$ cat config.mk
export PLATFORM = sky130hd
export DESIGN_NAME = stage_two
export DESIGN_NICKNAME = d
export VERILOG_FILES = /design/src/rtl/alu_pkg.sv /design/src/rtl/stage_two_iter_divider.sv /design/src/rtl/stage_two.sv
export SDC_FILE = /design/constraint.sdc
export NUM_CORES = 1
export LEC_CHECK = 0
export CORE_MARGIN = 8
export CORE_UTILIZATION = 63
export DETAILED_ROUTE_END_ITERATION = 16
export PLACE_DENSITY_LB_ADDON = 0.1
export SLEW_MARGIN = 15
export SYNTH_ARGS = -nofsm -noshare
export SYNTH_HDL_FRONTEND = slang
export SYNTH_SLANG_ARGS = --single-unit
$ cat constraint.sdc
create_clock -name clk -period 13.7 [get_ports clk]
set_input_delay 2.055 -clock clk [delete_from_list [all_inputs] [get_ports clk]]
set_output_delay 2.055 -clock clk [all_outputs]
set_load 0.005 [all_outputs]
$ cat src/rtl/alu_pkg.sv
// Shared execute-stage types: ALU opcodes, operand/memory-control bundles,
// divider FSM states and the default iteration count.
package alu_pkg;

  localparam int DIV_CYCLES = 16;

  typedef enum logic [1:0] {
    IDLE,
    RUN,
    DONE
  } ex_state_e;

  typedef enum logic [2:0] {
    ALU_ADD,
    ALU_SUB,
    ALU_AND,
    ALU_OR,
    ALU_SLL,
    ALU_SRL,
    ALU_MUL,
    ALU_DIV
  } control_e;

  typedef struct packed {
    logic       mem_rd;
    logic       mem_wr;
    logic [1:0] mem_size;
  } memc_t;

  typedef struct packed {
    logic [15:0] a;
    logic [15:0] b;
  } in_t;

  // Signed overflow from operand and result sign bits; SUB flips the sign test on b.
  function automatic logic signed_ovf(input logic a_s, input logic b_s,
                                      input logic r_s, input logic is_sub);
    if (is_sub) signed_ovf = (a_s != b_s) && (r_s != a_s);
    else        signed_ovf = (a_s == b_s) && (r_s != a_s);
  endfunction

endpackage

$ cat src/rtl/stage_two_iter_divider.sv
// Iterative engine for stage_two: restoring unsigned divider (one quotient bit per
// cycle) and, when STAGE_TWO_ITER_MUL_EN is defined upstream, a shift-add multiplier.
module iter_divider
  import alu_pkg::*;
#(
  parameter int CYCLES = DIV_CYCLES
) (
  input  logic        clk,
  input  logic        rst,
  input  logic        i_start,
  input  logic        i_mul,
  input  logic [15:0] i_a,
  input  logic [15:0] i_b,
  output logic        o_busy,
  output logic        o_done,
  output logic [31:0] o_result
);

  localparam int CW = $clog2(CYCLES + 1);

  ex_state_e     r_state;
  logic [CW-1:0] r_count;
  logic [15:0]   r_rem;
  logic [15:0]   r_quot;
  logic [15:0]   r_opnd;
  logic          r_mul;

  logic [16:0] w_shift;
  logic [17:0] w_diff;
  logic [16:0] w_sum;
  logic [15:0] w_rem_nxt;
  logic [15:0] w_quot_nxt;
  logic        w_unused_bit;

  // Divide: shift {rem,quot} left and trial-subtract. Multiply: {rem,quot} is the
  // product register, quot holds the multiplier and shifts right as bits retire.
  always_comb begin
    w_shift    = {r_rem, r_quot[15]};
    w_diff     = {1'b0, w_shift} - {2'b00, r_opnd};
    w_sum      = {1'b0, r_rem} + (r_quot[0] ? {1'b0, r_opnd} : 17'd0);
    w_rem_nxt  = w_diff[15:0];
    w_quot_nxt = {r_quot[14:0], 1'b1};
    if (r_mul) begin
      w_rem_nxt  = w_sum[16:1];
      w_quot_nxt = {w_sum[0], r_quot[15:1]};
    end else if (w_diff[17]) begin
      w_rem_nxt  = w_shift[15:0];
      w_quot_nxt = {r_quot[14:0], 1'b0};
    end
  end

  // A non-negative trial difference always fits 16 bits, so bit 16 carries nothing.
  assign w_unused_bit = w_diff[16];

  // NOTE: sequential state is written only with non-blocking assignments so every
  // flop samples the pre-edge values regardless of statement order.
  always_ff @(posedge clk or negedge rst) begin
    if (!rst) begin
      r_state <= IDLE;
      r_count <= '0;
      r_rem   <= '0;
      r_quot  <= '0;
      r_opnd  <= '0;
      r_mul   <= 1'b0;
    end else begin
      unique case (r_state)
        IDLE: begin
          if (i_start) begin
            r_state <= RUN;
            r_count <= CW'(CYCLES);
            r_rem   <= '0;
            r_mul   <= i_mul;
            r_quot  <= i_mul ? i_b : i_a;
            r_opnd  <= i_mul ? i_a : i_b;
          end
        end
        RUN: begin
          r_rem   <= w_rem_nxt;
          r_quot  <= w_quot_nxt;
          r_count <= r_count - CW'(1);
          if (r_count == CW'(1)) r_state <= DONE;
        end
        DONE:    r_state <= IDLE;
        default: r_state <= IDLE;
      endcase
    end
  end

  // Gated by reset so a held DIV cannot raise busy while the stage is being reset.
  assign o_busy   = rst && ((r_state == IDLE && i_start) || (r_state == RUN));
  assign o_done   = (r_state == DONE);
  assign o_result = {r_rem, r_quot};

endmodule

$ cat src/rtl/stage_two.sv
// Execute stage: stage-three forwarding, single-cycle ALU, iterative DIV, output flop.
// Define STAGE_TWO_ITER_MUL_EN to run MUL through the 16-cycle iterative engine.
module stage_two
  import alu_pkg::*;
#(
  parameter int DIV_CYCLES = alu_pkg::DIV_CYCLES
) (
  input  logic        clk,
  input  logic        rst,
  input  memc_t       in_memc,
  input  logic        in_reg_wr,
  input  in_t         in_alu,
  input  logic        in_haz1,
  input  logic        in_haz2,
  input  logic        in_haz8,
  input  logic        in_R0_en,
  input  control_e    in_alu_ctrl,
  input  logic [15:0] in_instr,
  input  logic [15:0] in_R1_data,
  input  logic [31:0] s3_data,
  output logic [31:0] s2_alu,
  output logic        s2_R0_en,
  output logic        busy,
  output memc_t       out_memc,
  output logic        out_reg_wr,
  output logic        out_R0_en,
  output logic [15:0] out_instr,
  output logic [15:0] out_R1_data,
  output logic [31:0] out_result,
  output logic        out_overflow,
  output logic        out_div0
);

  logic [15:0] w_a;
  logic [15:0] w_b;
  logic [15:0] w_r1;
  logic [15:0] w_sum;
  logic [15:0] w_diff;
  logic        w_mul_iter;
  logic        w_start;
  logic        w_busy;
  logic        w_done;
  logic [31:0] w_iter_result;
  logic [31:0] w_alu;
  logic        w_ovf;
  logic        w_div0;
  logic        w_unused_s3;

  assign w_a  = in_haz1 ? s3_data[15:0] : in_alu.a;
  assign w_b  = in_haz2 ? s3_data[15:0] : in_alu.b;
  assign w_r1 = in_haz8 ? s3_data[15:0] : in_R1_data;
  assign w_unused_s3 = ^s3_data[31:16];

  assign w_sum  = w_a + w_b;
  assign w_diff = w_a - w_b;

`ifdef STAGE_TWO_ITER_MUL_EN
  assign w_mul_iter = (in_alu_ctrl == ALU_MUL);
`else
  assign w_mul_iter = 1'b0;
`endif

  // Divide by zero never starts the engine; it resolves in a single cycle below.
  assign w_start = w_mul_iter || ((in_alu_ctrl == ALU_DIV) && (w_b != 16'd0));

  iter_divider #(
    .CYCLES (DIV_CYCLES)
  ) u_iter (
    .clk      (clk),
    .rst      (rst),
    .i_start  (w_start),
    .i_mul    (w_mul_iter),
    .i_a      (w_a),
    .i_b      (w_b),
    .o_busy   (w_busy),
    .o_done   (w_done),
    .o_result (w_iter_result)
  );

  // NOTE: every output of this block gets a default first, so no path infers a latch.
  always_comb begin
    w_alu  = '0;
    w_ovf  = 1'b0;
    w_div0 = 1'b0;
    if (w_done) begin
      w_alu = w_iter_result;
    end else begin
      unique case (in_alu_ctrl)
        ALU_ADD: begin
          w_alu[15:0] = w_sum;
          w_ovf       = signed_ovf(w_a[15], w_b[15], w_sum[15], 1'b0);
        end
        ALU_SUB: begin
          w_alu[15:0] = w_diff;
          w_ovf       = signed_ovf(w_a[15], w_b[15], w_diff[15], 1'b1);
        end
        ALU_AND: w_alu[15:0] = w_a & w_b;
        ALU_OR:  w_alu[15:0] = w_a | w_b;
        ALU_SLL: w_alu[15:0] = w_a << w_b[3:0];
        ALU_SRL: w_alu[15:0] = w_a >> w_b[3:0];
`ifndef STAGE_TWO_ITER_MUL_EN
        ALU_MUL: w_alu = {16'd0, w_a} * {16'd0, w_b};
`endif
        ALU_DIV: w_div0 = (w_b == 16'd0);
        default: w_alu = '0;
      endcase
    end
  end

  // While the engine is busy the memory stage receives an all-zero bubble.
  always_ff @(posedge clk or negedge rst) begin
    if (!rst) begin
      out_memc     <= '0;
      out_reg_wr   <= 1'b0;
      out_R0_en    <= 1'b0;
      out_instr    <= '0;
      out_R1_data  <= '0;
      out_result   <= '0;
      out_overflow <= 1'b0;
      out_div0     <= 1'b0;
    end else if (w_busy) begin
      out_memc     <= '0;
      out_reg_wr   <= 1'b0;
      out_R0_en    <= 1'b0;
      out_instr    <= '0;
      out_R1_data  <= '0;
      out_result   <= '0;
      out_overflow <= 1'b0;
      out_div0     <= 1'b0;
    end else begin
      out_memc     <= in_memc;
      out_reg_wr   <= in_reg_wr;
      out_R0_en    <= in_R0_en;
      out_instr    <= in_instr;
      out_R1_data  <= w_r1;
      out_result   <= w_alu;
      out_overflow <= w_ovf;
      out_div0     <= w_div0;
    end
  end

  assign s2_alu   = w_alu;
  assign s2_R0_en = in_R0_en;
  assign busy     = w_busy;

endmodule

Word-level counts from Yosys, hierarchy flattened
Cells that the tools add are included.
{"block": "op_classes", "mux": 29, "addsub": 4, "bitwise": 2, "n_shift": 2, "eq_ne": 16, "n_reduce_logical": 14, "n_mul": 1}
{"op": "$mux 16", "n": 9}
{"op": "$pmux 16 s7", "n": 1}
{"op": "$mux 32", "n": 2}
{"op": "$pmux 16 s2", "n": 2}
{"op": "$mul 16x16->32", "n": 1}
{"op": "$sub 17x16->18", "n": 1}
{"op": "$add 16x16->16", "n": 1}
{"op": "$and 16x16->16", "n": 1}
{"op": "$logic_not 16->1", "n": 1}
{"op": "$or 16x16->16", "n": 1}
{"op": "$reduce_bool 16->1", "n": 1}
{"op": "$shl 16x4->16", "n": 1}
{"op": "$shr 16x4->16", "n": 1}
{"op": "$sub 16x16->16", "n": 1}
{"op": "$eq 3x3->1 const B", "n": 4}
{"op": "$pmux 5 s2", "n": 1}
{"op": "$mux 1", "n": 8}
{"op": "$eq 3x2->1 const B", "n": 2}
{"op": "$reduce_and 2->1", "n": 3}
{"op": "$eq 5x1->1 const B", "n": 1}
{"op": "$logic_and 1x1->1", "n": 5}
{"op": "$mux 5", "n": 1}
{"op": "$sub 5x1->5 const B", "n": 1}
{"op": "$mux 2", "n": 2}
{"op": "13 further kinds", "n": 16}
{"block": "word_totals", "input_bits": 110, "output_inout_bits": 106, "wordCells": 83, "ff_bits": 127}

Depth between registers and ports, before layout
{"block": "logic_depth", "word_depth": 7, "mapped_depth": 31}

Modules after synthesis
A second synthesis with hierarchy kept.
{"block": "unflattened", "hier_cells": 2382, "hier_area_um2": 20004.2}
{"mod": "stage_two", "area_per_inst_um2": 15222.1, "cells_each": 1838, "n_inst": 1, "seq_area_each_um2": 1801.7}
{"mod": "iter_divider", "area_per_inst_um2": 4782.1, "cells_each": 544, "n_inst": 1, "seq_area_each_um2": 1401.3}

Least setup slack after synthesis
Ideal clock, no wire load.
{"block": "synth_path", "path_type": "input to output", "from": "in in_haz2", "to": "out s2_alu[28]", "t_arrival_ns": 8.666, "stages": 28, "n_path_buf": 6, "setup_slack_ns": 2.979, "path_cell_list": "buf_4 buf_8 buf_2 mux2i_2 inv_1 buf_2 buf_1 buf_1 nand2_1 fa_1 fa_1 fa_1 fa_1 inv_1 fa_1 inv_1 fa_1 inv_1 ha_1 and3_1 a21boi_0 a41oi_1 a21o_1 o31ai_1 a221oi_1 o21ai_0 xnor2_1 o21ai_0"}
{"block": "synth_via", "elab_chain_len": 4}
{"element": "start: declaration", "line": "stage_two.sv:14", "text": "input logic in_haz2,"}
{"element": "$mux 16", "line": "stage_two.sv:50", "text": "assign w_b = in_haz2 ? s3_data[15:0] : in_alu.b;"}
{"element": "named net u_iter.i_b[2]", "line": "stage_two_iter_divider.sv:13", "text": "input logic [15:0] i_b,"}
{"element": "$mul 16x16->32", "line": "stage_two.sv:102", "text": "ALU_MUL: w_alu = {16'd0, w_a} * {16'd0, w_b};"}
{"element": "$mux 16", "line": "stage_two.sv:88", "text": "unique case (in_alu_ctrl)"}
{"element": "$mux 32", "line": "stage_two.sv:85", "text": "if (w_done) begin"}
{"element": "end: declaration", "line": "stage_two.sv:21", "text": "output logic [31:0] s2_alu,"}
The timed path passes the listed nets, and every way through them passes these cells.

Final worst setup path
{"block": "layout_path", "from": "in in_haz2", "to": "out s2_alu[31]"}
Same word-level chain as after synthesis.

==> impl_results.md <==
* Status: completed
* Worst R2R Path Depth at 10
* Hold WS at 489 ps
* #FFs+latches synth at 127
* Placer congestion estimate at between 1 and 1.5
* Post-route ant nets at 0
* Slowest Stage Delay on Critical Path at 1050 ps
* Worst-path clk slew at 60 ps
* Post-CTS Resized at 0
* Antenna diodes at 0
* Dpl hpwl at 52.3 mm
* Final period demand of the worst path at 12830 ps
* Syn_nets at 2625
* DRT Wirelength at roughly 68 mm
* Antenna violations before repair at 2
* H-tree Lvls at 4
* Grt ovf at 0
* Yosys synthesis warning count at 0
* Setup repair after global routing missed its margin: no
* Critical Path RT at 11640 ps
* Die height at 185 um
* Number of port buffers at 199
* Syn_area_per_cell at 8.40 um^2
* Yosys top cell area share at 0.218
* Post-synth EDFFs at 0
* Largest cells by area after synthesis: fa_1 (22%), dfrtp_1 (18%), ha_1 (12%)
* WS Path Type: input pin to primary output
* Root buffer cell: clkbuf_16
* Clk sinks at 127
* Area Growth Syn to Fin at 16.6%
* Worst path slowest cell: clkdlybuf4s50_1
* Nets at 2789
* Worst Setup End Kind: primary output
* Hold path startpoint: u_iter.r_opnd[6]$_DFFE_PN0P_
* RR Endpoint: u_iter.r_rem[10]$_DFFE_PN0P_
* Final Hold Fails at 0
* Rel. slew slack at 0.314
* Most common flop cell mapped by yosys: dfrtp_1
* Reg-to-reg setup timing slack at 10230 ps
* First-pass GRT wire length at 102 mm
* DR vias/cell at 6.33
* CTS Buf Count at 17
* Most common cell type on the critical path: fa_1
* Die area at 34300 um^2
* Worst Hold Class: flop to flop
* Hold Path Sink: u_iter.r_opnd[6]$_DFFE_PN0P_
* Drt pass-1 iters at 9
* Core Box Area at 28500 um^2
* WL/cell at roughly 25 um
* Fraction of final layout cells sized beyond drive strength 1 at 0.0624
* Max-slew violation count at 0
* Fmax at 78.0 MHz
* Number of setup buffers added after CTS at 0
* Post-synth ARST share at 1.00
* Via count at 17.2k
* Worst-Margin Slew at 1030 ps
* Rows at 62
* Count of cell types in the netlist at 86
* Crit Path Max Fanout at 12
* DR DRC count at 0
* Critical Path AT at 10770 ps
* Worst r2r src: u_iter.r_rem[0]$_DFFE_PN0P_
* Sequential-to-total area share from yosys stat at 0.176
* DR iter-0 viols at approximately 2.1k
* Total global-route track usage at 0.398
* IO Count at 216
* Clock Latency Late Sink at 440 ps
* Final period utilization at 0.936
* Largest net degree at the start of global routing at 74
* Post-synthesis cell count at 2148
* MaxCap Viol Count at 0
* Critical Path Start Type: input pin
* Worst Hold Path Cells at 2
* Max Buffers Root-to-Sink at 2
* Final clock skew at approximately 9.7 ps
* Die X-Extent at 185 um
* Initial Utilization at 0.634
* Leading area contributor after synthesis: fa_1
* Vias in the first global route at 17.7k
* Setup tns final at 0 ps
* Bufs and invs on worst path at 7
* Post-Syn Area at 18000 um^2
* Endpoints failing setup at 0
* CTS tree: yes
* # hold bufs at CTS at 0
* Delay-heaviest family, CP: adder cells
through the flow:
step	instances	utilization	cell area, um^2	setup WS (ps)
after floorplan	2148	-	18000	2980
after global placement	2677	0.719	20500	1240
after detailed placement	2677	0.719	20500	1110
after CTS	2709	0.739	21000	1070
after global routing	2709	0.739	21000	669
final	2709	0.739	21000	872
cell families (layout without fill, tap and decap cells):
logic type / Yosys count / after routing / share of synthesized area
AO/OA/AOI/OAI: 427 / 427 / 0.153
XOR/XNOR: 58 / 58 / 0.0281
adder cells (fa/ha/maj): 367 / 367 / 0.336
buffers and inverters: 430 / 607 / 0.0950
flip-flops: 127 / 127 / 0.176
multiplexers: 75 / 75 / 0.0472
AND/OR/NAND/NOR: 664 / 664 / 0.164
Yosys cell counts, types with 23 or more instances:
library cell	count
nand2_1	256
nand3_1	26
and2_1	45
fa_1	197
nor2_1	229
o22ai_1	25
dfrtp_1	127
o21ai_0	115
inv_1	300
a21o_1	28
a211oi_1	23
xnor2_1	43
a21oi_1	92
ha_1	170
clkbuf_1	70
mux2i_1	54
worst max path at each step:
stage	depth (start not counted)	slack [ps]	start	to
CTS	25	1070	in_haz2	s2_alu[31]
floorplan	28	2980	in_haz2	s2_alu[28]
global route	25	670	in_haz2	s2_alu[28]
detailed placement	25	1110	in_haz2	s2_alu[31]
finish	25	870	in_haz2	s2_alu[31]
global placement	25	1240	in_haz2	s2_alu[31]
registers in the layout, summed over array words and instances (netlist names), 4 cells and up:
signal	count
u_iter.r_quot	16
u_iter.r_opnd	16
out_instr	16
u_iter.r_rem	16
out_result	32
out_memc	4
u_iter.r_count	5
out_R1_data	16
worst reg2reg max path, stage by stage (launching register included):
cell and delay (ps):
dfrtp_1 440, ha_1 290, nor2b_1 130, o21ai_1 220, o221ai_1 220, a41oi_2 320
o31ai_1 140, a31o_2 290, a211o_1 530, and2_0 410, a221o_1 360
per-layer routing:
metal / share of wire / vias up / GRT usage
li1: - / 7411 / -
met1: 0.37 / 8281 / 0.503
met2: 0.45 / 1198 / 0.626
met3: 0.12 / 267 / 0.0971
met4: 0.059 / 2 / 0.213
met5: 0.00019 / - / 0
cells in the final DEF, fill, tap and decap left out, types with 22 or more instances in the layout:
master,Yosys,final
a211oi_1,23,23
a21o_1,28,28
a21oi_1,92,92
and2_1,45,45
buf_4,6,59
clkdlybuf4s50_1,0,197
dfrtp_1,127,127
fa_1,197,197
ha_1,170,170
inv_1,300,300
mux2i_1,54,54
nand2_1,256,256
nand3_1,26,26
nor2_1,229,229
nor3_1,22,22
o21ai_0,115,115
o22ai_1,25,25
xnor2_1,43,43
final cells by class:
cell class | instances | area, um^2
Clock inverter | 14 | 146
Timing Repair Buffer | 258 | 2430
Tap cell | 384 | 480
Clock buffer | 18 | 439
Sequential cell | 127 | 3180
Inverter | 317 | 1190
Multi-Input combinational cell | 1591 | 13200
Fill cell | 2071 | 7420
Power is left out: the tool's default activity adds up to more than one toggle a clock period on the data nets, which glitch-free logic cannot reach.
